<file path="config.mk">
export PLATFORM = sky130hd
export DESIGN_NAME = m_mc_ctrl
export DESIGN_NICKNAME = d
export VERILOG_FILES = /design/src/rtl/m_mc_ctrl.sv
export SDC_FILE = /design/constraint.sdc
export NUM_CORES = 1
export LEC_CHECK = 0
export ABC_AREA = 1
export BUFFER_PORTS_ARGS = -buffer_cell sky130_fd_sc_hd__buf_2
export CAP_MARGIN = 30
export CORE_MARGIN = 8
export CORE_UTILIZATION = 41
export CTS_CLUSTER_DIAMETER = 100
export DETAILED_ROUTE_END_ITERATION = 8
export PLACE_DENSITY = 0.87
export SYNTH_ARGS = -nofsm -noshare
export SYNTH_HDL_FRONTEND = slang
export SYNTH_SLANG_ARGS = --single-unit
export TNS_END_PERCENT = 5
</file>
<file path="constraint.sdc">
create_clock -name w_clk -period 3.22 [get_ports w_clk]
set_clock_uncertainty 0.05 [all_clocks]
set_input_delay 0.483 -clock w_clk [delete_from_list [all_inputs] [get_ports w_clk]]
set_output_delay 0.483 -clock w_clk [all_outputs]
set_load 0.1 [all_outputs]
</file>
<file path="src/rtl/m_mc_ctrl.sv">
// Multi-cycle RV32I control FSM sequencing one shared ALU and one unified memory.
// Optional performance counters are enabled by defining MC_CTRL_PERF_CNT_EN.
module m_mc_ctrl #(
   parameter bit ILLEGAL_HALT = 1'b1,
   parameter int CNT_W        = 32
) (
   input  logic             w_clk,
   input  logic             w_rst,
   input  logic [6:0]       w_opcode,
   input  logic             w_alu_zero,
   input  logic             w_mem_ready,
   output logic             w_pc_write,
   output logic             w_adr_src,
   output logic             w_mem_write,
   output logic             w_ir_write,
   output logic             w_reg_write,
   output logic [1:0]       w_alu_src_a,
   output logic [1:0]       w_alu_src_b,
   output logic [1:0]       w_alu_op,
   output logic [1:0]       w_result_src,
   output logic             w_retire,
   output logic             w_halted,
   output logic [3:0]       w_state,
   output logic [CNT_W-1:0] w_cycle_cnt,
   output logic [CNT_W-1:0] w_inst_cnt
);

   // state    | meaning
   // FETCH    | read instruction at PC, PC <= PC+4 on ready
   // DECODE   | read registers, compute branch/jump target
   // MEMADR   | compute load/store address
   // MEMREAD  | load access, wait for ready
   // MEMWB    | write load data to register file
   // MEMWRITE | store access, wait for ready
   // EXECR    | R-type ALU operation
   // ALUWB    | write ALU result to register file
   // EXECI    | I-type ALU operation
   // JAL      | PC <= target, compute link address
   // BEQ      | compare operands, branch on zero
   // HALT     | unsupported opcode, sticky until reset
   typedef enum logic [3:0] {
      S_FETCH    = 4'd0,
      S_DECODE   = 4'd1,
      S_MEMADR   = 4'd2,
      S_MEMREAD  = 4'd3,
      S_MEMWB    = 4'd4,
      S_MEMWRITE = 4'd5,
      S_EXECR    = 4'd6,
      S_ALUWB    = 4'd7,
      S_EXECI    = 4'd8,
      S_JAL      = 4'd9,
      S_BEQ      = 4'd10,
      S_HALT     = 4'd11
   } state_t;

   localparam logic [6:0] OP_LW   = 7'b0000011;
   localparam logic [6:0] OP_SW   = 7'b0100011;
   localparam logic [6:0] OP_R    = 7'b0110011;
   localparam logic [6:0] OP_I    = 7'b0010011;
   localparam logic [6:0] OP_JAL  = 7'b1101111;
   localparam logic [6:0] OP_BEQ  = 7'b1100011;

   state_t state;

   logic pc_write_raw;
   logic mem_write_raw;
   logic ir_write_raw;
   logic reg_write_raw;
   logic retire_raw;

   always_ff @(posedge w_clk) begin
      if (w_rst) begin
         state <= S_FETCH;
      end else begin
         case (state)
            S_FETCH:    if (w_mem_ready) state <= S_DECODE;
            S_DECODE: begin
               case (w_opcode)
                  OP_LW, OP_SW: state <= S_MEMADR;
                  OP_R:         state <= S_EXECR;
                  OP_I:         state <= S_EXECI;
                  OP_JAL:       state <= S_JAL;
                  OP_BEQ:       state <= S_BEQ;
                  default:      state <= ILLEGAL_HALT ? S_HALT : S_FETCH;
               endcase
            end
            S_MEMADR:   state <= (w_opcode == OP_SW) ? S_MEMWRITE : S_MEMREAD;
            S_MEMREAD:  if (w_mem_ready) state <= S_MEMWB;
            S_MEMWB:    state <= S_FETCH;
            S_MEMWRITE: if (w_mem_ready) state <= S_FETCH;
            S_EXECR:    state <= S_ALUWB;
            S_EXECI:    state <= S_ALUWB;
            S_ALUWB:    state <= S_FETCH;
            S_JAL:      state <= S_ALUWB;
            S_BEQ:      state <= S_FETCH;
            S_HALT:     state <= S_HALT;
            default:    state <= S_FETCH;
         endcase
      end
   end

   always_comb begin
      pc_write_raw  = 1'b0;
      mem_write_raw = 1'b0;
      ir_write_raw  = 1'b0;
      reg_write_raw = 1'b0;
      retire_raw    = 1'b0;
      w_adr_src     = 1'b0;
      w_alu_src_a   = 2'b00;
      w_alu_src_b   = 2'b00;
      w_alu_op      = 2'b00;
      w_result_src  = 2'b00;
      w_halted      = 1'b0;
      case (state)
         S_FETCH: begin
            w_alu_src_b  = 2'b10;
            w_result_src = 2'b10;
            ir_write_raw = w_mem_ready;
            pc_write_raw = w_mem_ready;
         end
         S_DECODE: begin
            w_alu_src_a = 2'b01;
            w_alu_src_b = 2'b01;
         end
         S_MEMADR: begin
            w_alu_src_a = 2'b10;
            w_alu_src_b = 2'b01;
         end
         S_MEMREAD: w_adr_src = 1'b1;
         S_MEMWB: begin
            w_result_src  = 2'b01;
            reg_write_raw = 1'b1;
            retire_raw    = 1'b1;
         end
         S_MEMWRITE: begin
            w_adr_src     = 1'b1;
            mem_write_raw = 1'b1;
            retire_raw    = w_mem_ready;
         end
         S_EXECR: begin
            w_alu_src_a = 2'b10;
            w_alu_op    = 2'b10;
         end
         S_EXECI: begin
            w_alu_src_a = 2'b10;
            w_alu_src_b = 2'b01;
            w_alu_op    = 2'b10;
         end
         S_ALUWB: begin
            reg_write_raw = 1'b1;
            retire_raw    = 1'b1;
         end
         S_JAL: begin
            w_alu_src_a  = 2'b01;
            w_alu_src_b  = 2'b10;
            pc_write_raw = 1'b1;
         end
         S_BEQ: begin
            w_alu_src_a  = 2'b10;
            w_alu_op     = 2'b01;
            pc_write_raw = w_alu_zero;
            retire_raw   = 1'b1;
         end
         S_HALT:  w_halted = 1'b1;
         default: ;
      endcase
   end

   // Reset kills every strobe in the same cycle so an in-flight access aborts cleanly.
   assign w_pc_write  = pc_write_raw  & ~w_rst;
   assign w_mem_write = mem_write_raw & ~w_rst;
   assign w_ir_write  = ir_write_raw  & ~w_rst;
   assign w_reg_write = reg_write_raw & ~w_rst;
   assign w_retire    = retire_raw    & ~w_rst;
   assign w_state     = state;

`ifdef MC_CTRL_PERF_CNT_EN
   logic [CNT_W-1:0] cycle_cnt;
   logic [CNT_W-1:0] inst_cnt;

   always_ff @(posedge w_clk) begin
      if (w_rst) begin
         cycle_cnt <= '0;
         inst_cnt  <= '0;
      end else begin
         if (state != S_HALT) cycle_cnt <= cycle_cnt + CNT_W'(1);
         if (w_retire)        inst_cnt  <= inst_cnt + CNT_W'(1);
      end
   end

   assign w_cycle_cnt = cycle_cnt;
   assign w_inst_cnt  = inst_cnt;
`else
   assign w_cycle_cnt = '0;
   assign w_inst_cnt  = '0;
`endif

endmodule

</file>
After elaboration in Yosys (flattened, before gate mapping)
Index checks and enable logic that the tools add are counted.

Register bits after elaboration: 4. Output and inout bits: 83. Logic and storage cells: 56.

Equal/unequal tests: 20. Mux-type cells: 17. Bitwise operators: 6. Reductions and logical operators: 12.

Operators by type and width (number): $pmux 4 s7 (1); $pmux 4 s5 (1); $eq 4x3->1 const B (4); $eq 4x4->1 const B (4); $pmux 2 s2 (4); $eq 7x6->1 const B (2); $eq 7x7->1 const B (2); $mux 4 (3); $reduce_or 2->1 (6); $reduce_or 3->1 (3); $eq 4x2->1 const B (2); $eq 7x2->1 const B (1); $eq 7x5->1 const B (1); $ne 2x2->1 const B (3); $and 1x1->1 (5); $mux 1 (5); $eq 4x1->1 const B (1); $logic_not 4->1 (1); $reduce_or 4->1 (1); $mux 3 (1); $pmux 1 s3 (1); $reduce_and 3->1 (1); $pmux 1 s2 (1); $not 1->1 (1).

Logic depth before layout (Yosys ltp)
Gate-level depths: netlist (run 1).

Word-level depth: 4. Mapped depth: 10.

Worst setup path before layout (run 1)
No wires, ideal clock.

Path type: register to output. Start: reg state[1] (netlist: w_state[1]). End: out w_retire. Arrival time: 4.527 ns. Required time: 2.687 ns. Slack: -1.840 ns. Cell stages (with the launch flop): 5. Buffers on the path: 0. Path through: dfxtp_1 nand2_1 nor2_1 inv_1 a41oi_1.

Cells in the longest elaborated chain, start to end: 4. Elaborated cells on any way between the ends: 7. Those cells by class: eq/ne: 4; mux: 1; bitwise: 1; reduce/logical: 1.

RTL lines: from (decl) (RTL line 63) `state_t state;`; from (signal assigned) (RTL line 84) `default: state <= ILLEGAL_HALT ? S_HALT : S_FETCH;`; from (signal assigned) (RTL line 87) `S_MEMADR: state <= (w_opcode == OP_SW) ? S_MEMWRITE : S_MEMREAD;`; $eq 4x4->1 / $eq 4x3->1 (equally long branches) (RTL line 114) `case (state)`; $reduce_or 3->1 (no source line); $pmux 1 s2 * (RTL line 114); $and 1x1->1 * (RTL line 174) `assign w_retire = retire_raw & ~w_rst;`; to (decl) (RTL line 21) `output logic w_retire,`.

Mark *: on every way between the ends. The rest lies on a longest branch, timed or not.

Worst setup path after layout (run 1)
Start: reg state[1] (netlist: w_state[1]). End: out w_pc_write.

Cells in the longest elaborated chain, start to end: 3. Elaborated cells on any way between the ends: 5. Those cells by class: eq/ne: 2; mux: 1; bitwise: 1; reduce/logical: 1.

RTL lines: $eq 4x4->1 / $logic_not 4->1 (equally long branches) (RTL line 114); $pmux 1 s3 * (RTL line 114); $and 1x1->1 * (RTL line 170) `assign w_pc_write = pc_write_raw & ~w_rst;`; to (decl) (RTL line 12) `output logic w_pc_write,`.

Marks and branches as above.

==> results of run 1 <==
-- critical path: cells and delay by family, from the launching register on --
family / cells / cell delay, ns
buffers and inverters: 3 / 0.56
flip-flops: 1 / 0.35
AND/OR/NAND/NOR: 5 / 0.64
-- placed cells by master, fill, tap and decap left out, types with 5 or more instances in the layout --
| cell | Yosys | final |
|---|---|---|
| conb_1 | 1 | 64 |
| nand3_1 | 7 | 7 |
| nand2_1 | 30 | 30 |
| buf_2 | 0 | 29 |
| a21oi_1 | 6 | 5 |
| inv_1 | 22 | 22 |
| nor2_1 | 16 | 14 |
-- area by class of cell --
type | instances | area (um2) | share of cell area [%]
multi-input cells | 143 | 656 | 63.4
repair buffers | 29 | 145 | 14.0
inverters | 25 | 93.8 | 9.07
flip-flops and latches | 4 | 80.1 | 7.74
well taps | 30 | 37.5 | 3.63
clock buffers | 3 | 22.5 | 2.18
-- per-stage QoR --
step / utilization, % / setup slack [ns] / std cells
after floorplan: - / -0.219 / 237
after global placement: 41.2 / 1.12 / 231
after detailed placement: 41.2 / 1.12 / 231
after CTS: 42.2 / 0.868 / 234
after global routing: 42.2 / 0.694 / 234
final: 42.2 / 0.891 / 234
-- kinds of logic (layout without fill, tap and decap cells) --
family                 Yosys count  after routing
buffers and inverters           90             57
flip-flops                       4              4
AND/OR/NAND/NOR                 67             67
AO/OA/AOI/OAI                   12             12
other                            1             64
-- metal layers --
| layer | vias up | wire, um | share of wire, % | GRT usage (%) |
|---|---|---|---|---|
| met4 | 0 | 0 | 0 | 2.93 |
| li1 | 463 | - | - | - |
| met2 | 74 | 1170 | 47 | 17.0 |
| met5 | - | 0 | 0 | 0 |
| met1 | 388 | 918 | 37 | 11.6 |
| met3 | 0 | 375 | 15 | 4.36 |
-- worst max path at each step --
stage                from             end  slack, ns  depth (start not counted)
4_1_cts        w_state[1]      w_pc_write       0.87                          8
6_report       w_state[1]      w_pc_write       0.89                          8
5_1_grt        w_state[1]      w_pc_write       0.69                          8
2_1_floorplan  w_state[1]  w_alu_src_a[1]      -0.22                          4
3_3_place_gp   w_state[1]      w_pc_write       1.12                          8
3_5_place_dp   w_state[1]      w_pc_write       1.12                          8
==> qor.yml, run 1 <==
port_buffers: 29
crit_path_max_fanout: 7
rsz0062_at_grt: "false"
critical-path-slowest-cell: "buf_2"
vias: 925
synth_top_family_by_area: "buffers and inverters"
holdBufCountCts: 0
ys_async_sr_fraction_pct: 0
max_stage_delay_ns: 0.41
hold_depth: 2
antenna_cells: 0
finalCritPeriodShare_pct: 72.3
track_usage_pct: 10.2
synth_xor_area_share_pct: 0
synth_fa_ha_area_share_pct: 0
die_width_um: 66.5
tns_ns: 0
drtIter0Drc: 30
clkSlewWorstSetupHoldPaths_ns: 0.03
cts_max_path_buffers: 2
n_fill_cell: 275
max_freq_mhz: 429
finalWeightedCongestion: 0.904
worstPathCellList: "nor2_1 -> nand2_2 -> inv_1 -> nand2_1 -> nand3_1 -> nand2_1 -> inv_1 -> buf_2"
yosys_warnings: 0
final_area_mm2: 0.00103
synth_cells: 174
grt_pass1_vias: 897
grt_pass1_wl_um: 3700
timing.max_cap.violations: 0
endpoint_kind: "output port"
r2r-start: "w_state[1]"
synth_area_leader_cell: "buf_4"
holdCritStartpoint: "w_state[0]"
fp.dieH_um: 66.5
arrival_ns: 1.80
hp-class: "flop to flop"
area_delta_synth_final_pct: -0.958
post-route-drc-count: 0
clkLatencyLatePin_ns: 0.23
design.die.area_mm2: 0.00442
viasPerCell: 3.95
drtAntennaViolNets: 0
largest_reg_flops: 4
initial_core_util_pct: 42.6
clock_sinks: 4
nNetsFinal: 217
status: "finished, final reports clean"
setup_viol: 0
syn_area_per_cell_um2: 6.00
yosysMostFrequentCell: "buf_4"
io-pin-count: 94
yosysTopAreaCellShare_pct: 46.0
rows: 18
worstPathRequired_ns: 2.69
grt_start_max_net_pins: 9
dr.pass1.iters: 4
core_mm2: 0.00245
htree_num_levels: 1
synth_cell_type_count: 20
synth_enable_flop_cells: 0
period_minus_slack_ns: 2.33
syn_area_mm2: 0.00104
synthSimpleGateAreaFrac_pct: 30.2
worst_setup_path_start_kind: "flop"
dp_hpwl_um: 2270
synth_mux_area_share_pct: 0
grt_antenna_before_repair: 0
drive_gt1_share_pct: 24.5
crit_type: "flop to output port"
synth_compound_area_share_pct: 6.47
cts_resized: 0
hold_slack_ns: 0.467
cts_tree: "built"
cts_root_buf: "clkbuf_4"
yosys-top-cells-area: "buf_4 46%, nand2_1 11%, inv_1 7.9%"
synthFlopType: "dfxtp_1"
placed_area_mm2: 0.00101
wl_per_cell_um: 10.5
slew_viol_final: 0
grt_overflow: 0
synth_seq_area_share_pct: 7.66
hold_violations: 0
worstReg2RegEnd: "w_state[1]"
netlist_top_cells_count: "64 x buf_4, 30 x nand2_1, 22 x inv_1, 16 x nor2_1, 7 x nand3_1"
cts_buffers: 3
post-cts-setup-buffers: 0
wirelength_um: 2460
ys_ff_latch: 4
min_to: "w_state[0]"
r2r_cells: 7
r2r_slack_ns: 1.87
Power of run 1 is not shown: default switching activity piles up to over one toggle a cycle in this logic, so the estimate is an artifact.
==> inputs of run 2 (changes only) <==
--- a/config.mk
+++ b/config.mk
@@ -5,14 +5,14 @@
 export SDC_FILE = /design/constraint.sdc
 export NUM_CORES = 1
 export LEC_CHECK = 0
-export ABC_AREA = 1
+export ABC_AREA = 0
 export BUFFER_PORTS_ARGS = -buffer_cell sky130_fd_sc_hd__buf_2
 export CAP_MARGIN = 30
 export CORE_MARGIN = 8
-export CORE_UTILIZATION = 41
+export CORE_UTILIZATION = 34
 export CTS_CLUSTER_DIAMETER = 100
 export DETAILED_ROUTE_END_ITERATION = 8
-export PLACE_DENSITY = 0.87
+export PLACE_DENSITY = 0.77
 export SYNTH_ARGS = -nofsm -noshare
 export SYNTH_HDL_FRONTEND = slang
 export SYNTH_SLANG_ARGS = --single-unit
==> constraint.sdc (replaced) <==
create_clock -name w_clk -period 2.07 [get_ports w_clk]
set_clock_uncertainty 0.05 [all_clocks]
set_input_delay 0.3105 -clock w_clk [delete_from_list [all_inputs] [get_ports w_clk]]
set_output_delay 0.3105 -clock w_clk [all_outputs]
set_load 0.1 [all_outputs]
==> qor.yml, run 2 <==
max_freq_mhz: 509
grt_overflow: 0  # unchanged
worst_setup_path_start_kind: "flop"
r2r-start: "w_state[2]"
largest_reg_flops: 4  # unchanged
grt_pass1_vias: 905  # +0.89%
viasPerCell: 4.20  # +6.1%
synth_area_leader_cell: "buf_4"
cts_tree: "built"
dr.max_layer_used: "met4"
drive_gt1_share_pct: 32.6  # +8.0 points
core_mm2: 0.00300  # +22%
dp_hpwl_um: 2180  # -3.7%
endpoint_kind: "output port"
synth_cells: 145  # -17%
fin_cells: 205  # -12%
htree_num_levels: 1  # unchanged
worst_slack_ns: 0.106  # -0.786 ns
met1_length_um: 913  # -0.54%
yosys-top-cells-area: "buf_4 47%, dfxtp_1 7.6%, nand2b_1 6.6%"
layout_commonest_cell: "conb_1"
worstSetupEndpoint: "w_alu_src_a[1]"
track_usage_pct: 9.22  # -1.0 points
finalWeightedCongestion: 0.910  # +0.71%
synth_enable_flop_cells: 0  # unchanged
crit_type: "flop to output port"
vias: 860  # -7.0%
antenna_cells: 0  # unchanged
r2r_slack_ns: 0.58  # -1.29 ns
wirelength_um: 2470  # +0.45%
crit_path_max_fanout: 17  # +10
status: "finished, final reports clean"
hp-class: "primary input to flop"
seqCellArea_um2: 92.6  # +16%
syn_area_per_cell_um2: 7.23  # +20%
ys_ff_latch: 4  # unchanged
wl_per_cell_um: 12.0  # +15%
ys_async_sr_fraction_pct: 0  # unchanged
route.met3.wl_um: 213  # -43%
post-route-drc-count: 0  # unchanged
arrival_ns: 1.60  # -0.20 ns
cts_max_path_buffers: 2  # unchanged
yosys_warnings: 0  # unchanged
nNetsFinal: 184  # -15%
yosysMostFrequentCell: "buf_4"
r2r_cells: 4  # -3
design.die.area_mm2: 0.00512  # +16%
yosysTopAreaCellShare_pct: 47.3  # +1.3 points
die_width_um: 71.5  # +7.6%
synthFlopType: "dfxtp_1"
setup_viol: 0  # unchanged
finalCritPeriodShare_pct: 94.9
fp.dieH_um: 71.5  # +7.6%
cts_root_buf: "clkbuf_4"
n_fill_cell: 310  # +13%
synth_cell_type_count: 38  # +90%
io-pin-count: 94  # unchanged
hold_slack_ns: 0.361  # -0.106 ns
timing.max_cap.violations: 0  # unchanged
port_buffers: 29  # unchanged
route.met2.wl_um: 1310  # +12%
worstReg2RegEnd: "w_state[0]"
period_minus_slack_ns: 1.96
grt_antenna_before_repair: 0  # unchanged
rsz0062_at_grt: "false"
holdBufCountCts: 0  # unchanged
clkSlewWorstSetupHoldPaths_ns: 0.04  # about the same
drtAntennaViolNets: 0  # unchanged
cts_buffers: 3  # unchanged
slew_viol_final: 0  # unchanged
grt_pass1_wl_um: 3920  # +6.0%
dr.pass1.iters: 4  # unchanged
drtIter0Drc: 82  # +170%
grt_start_max_net_pins: 19  # +10
placed_cells: 201  # -13%
pre_cts_ws_ns: 0.313  # -0.808 ns
area_delta_synth_final_pct: 13.7
initial_core_util_pct: 34.9  # -7.6 points
hold_violations: 0  # unchanged
netlist_top_cells_count: "66 x buf_4, 12 x nor2_1, 11 x nand2b_1, 5 x a21oi_1, 5 x o21ai_0"
syn_area_mm2: 0.00105  # +0.36%
worstPathRequired_ns: 1.71  # -0.98 ns
rows: 20  # +2
synth_seq_area_share_pct: 7.64  # -0.027 points
multi_input_area_um2: 783  # +19%
clock_sinks: 4  # unchanged
tns_ns: 0  # unchanged
crit_path_start: "w_state[3]"
clkLatencyLatePin_ns: 0.24  # about the same
cts_resized: 0  # unchanged
most-common-layout-cells: "64 x conb_1, 22 x buf_2, 9 x nand2b_1"
post-cts-setup-buffers: 0  # unchanged
-- run 2: cell count changes in the layout (fill, tap and decap cells not counted), moves of 3 or more --
cell,change
dfxtp_4,+3
dfxtp_1,-4
a21oi_1,-3
nand3_1,-7
nor3_4,+4
nand2_1,-27
nand2_2,-4
nand2b_1,+9
nor2_1,-6
buf_12,+6
buf_2,-7
inv_1,-19
-- run 2: through the flow --
| step | utilization [%] | area, um2 |
|---|---|---|
| finish | 39.7 | 1190 |
| global route | 39.7 | 1190 |
| CTS | 39.5 | 1180 |
| detailed placement | 38.6 | 1160 |
| global placement | 38.6 | 1160 |
| floorplan | - | 1400 |
-- run 2: cells by family (layout without fill, tap and decap cells) --
family | Yosys count | after routing | synth area share, %
AO/OA/AOI/OAI | 24 | 24 | 15.5
buffers and inverters | 72 | 36 | 50.4
AND/OR/NAND/NOR | 41 | 41 | 23.5
other | 1 | 64 | 0.358
flip-flops | 4 | 4 | 7.64
XOR/XNOR | 2 | 2 | 1.67
multiplexers | 1 | 1 | 0.955
-- run 2: final cells by class --
cell class,count,share of cell area [%]
timing repair buffer,29,19.9
multi-input combinational,132,65.7
sequential,4,7.76
inverter,3,0.944
tap,33,3.46
clock buffer,4,2.20
-- run 2: critical path, stage by stage, from the launching register on --
cell,delay [ns]
dfxtp_2,0.54
nand2b_1,0.24
a21oi_2,0.16
buf_2,0.43
-- run 2: per-layer routing --
layer / vias up / GRT usage [%]
met3: 4 / 2.09
met2: 53 / 17.8
met1: 393 / 8.87
li1: 410 / -
met4: 0 / 4.76
met5: - / 0
-- run 2: worst min path at each step --
stage | start | endpoint | slack [ns] | cells past startpoint
finish | w_opcode[5] | w_state[2] | 0.36 | 3
global route | w_opcode[5] | w_state[2] | 0.38 | 3
CTS | w_opcode[5] | w_state[2] | 0.36 | 3
detailed placement | w_opcode[5] | w_state[2] | 0.61 | 3
global placement | w_opcode[5] | w_state[2] | 0.60 | 3
floorplan | w_rst | w_state[1] | 0.32 | 1
Power of run 2 is left out for the same reason.
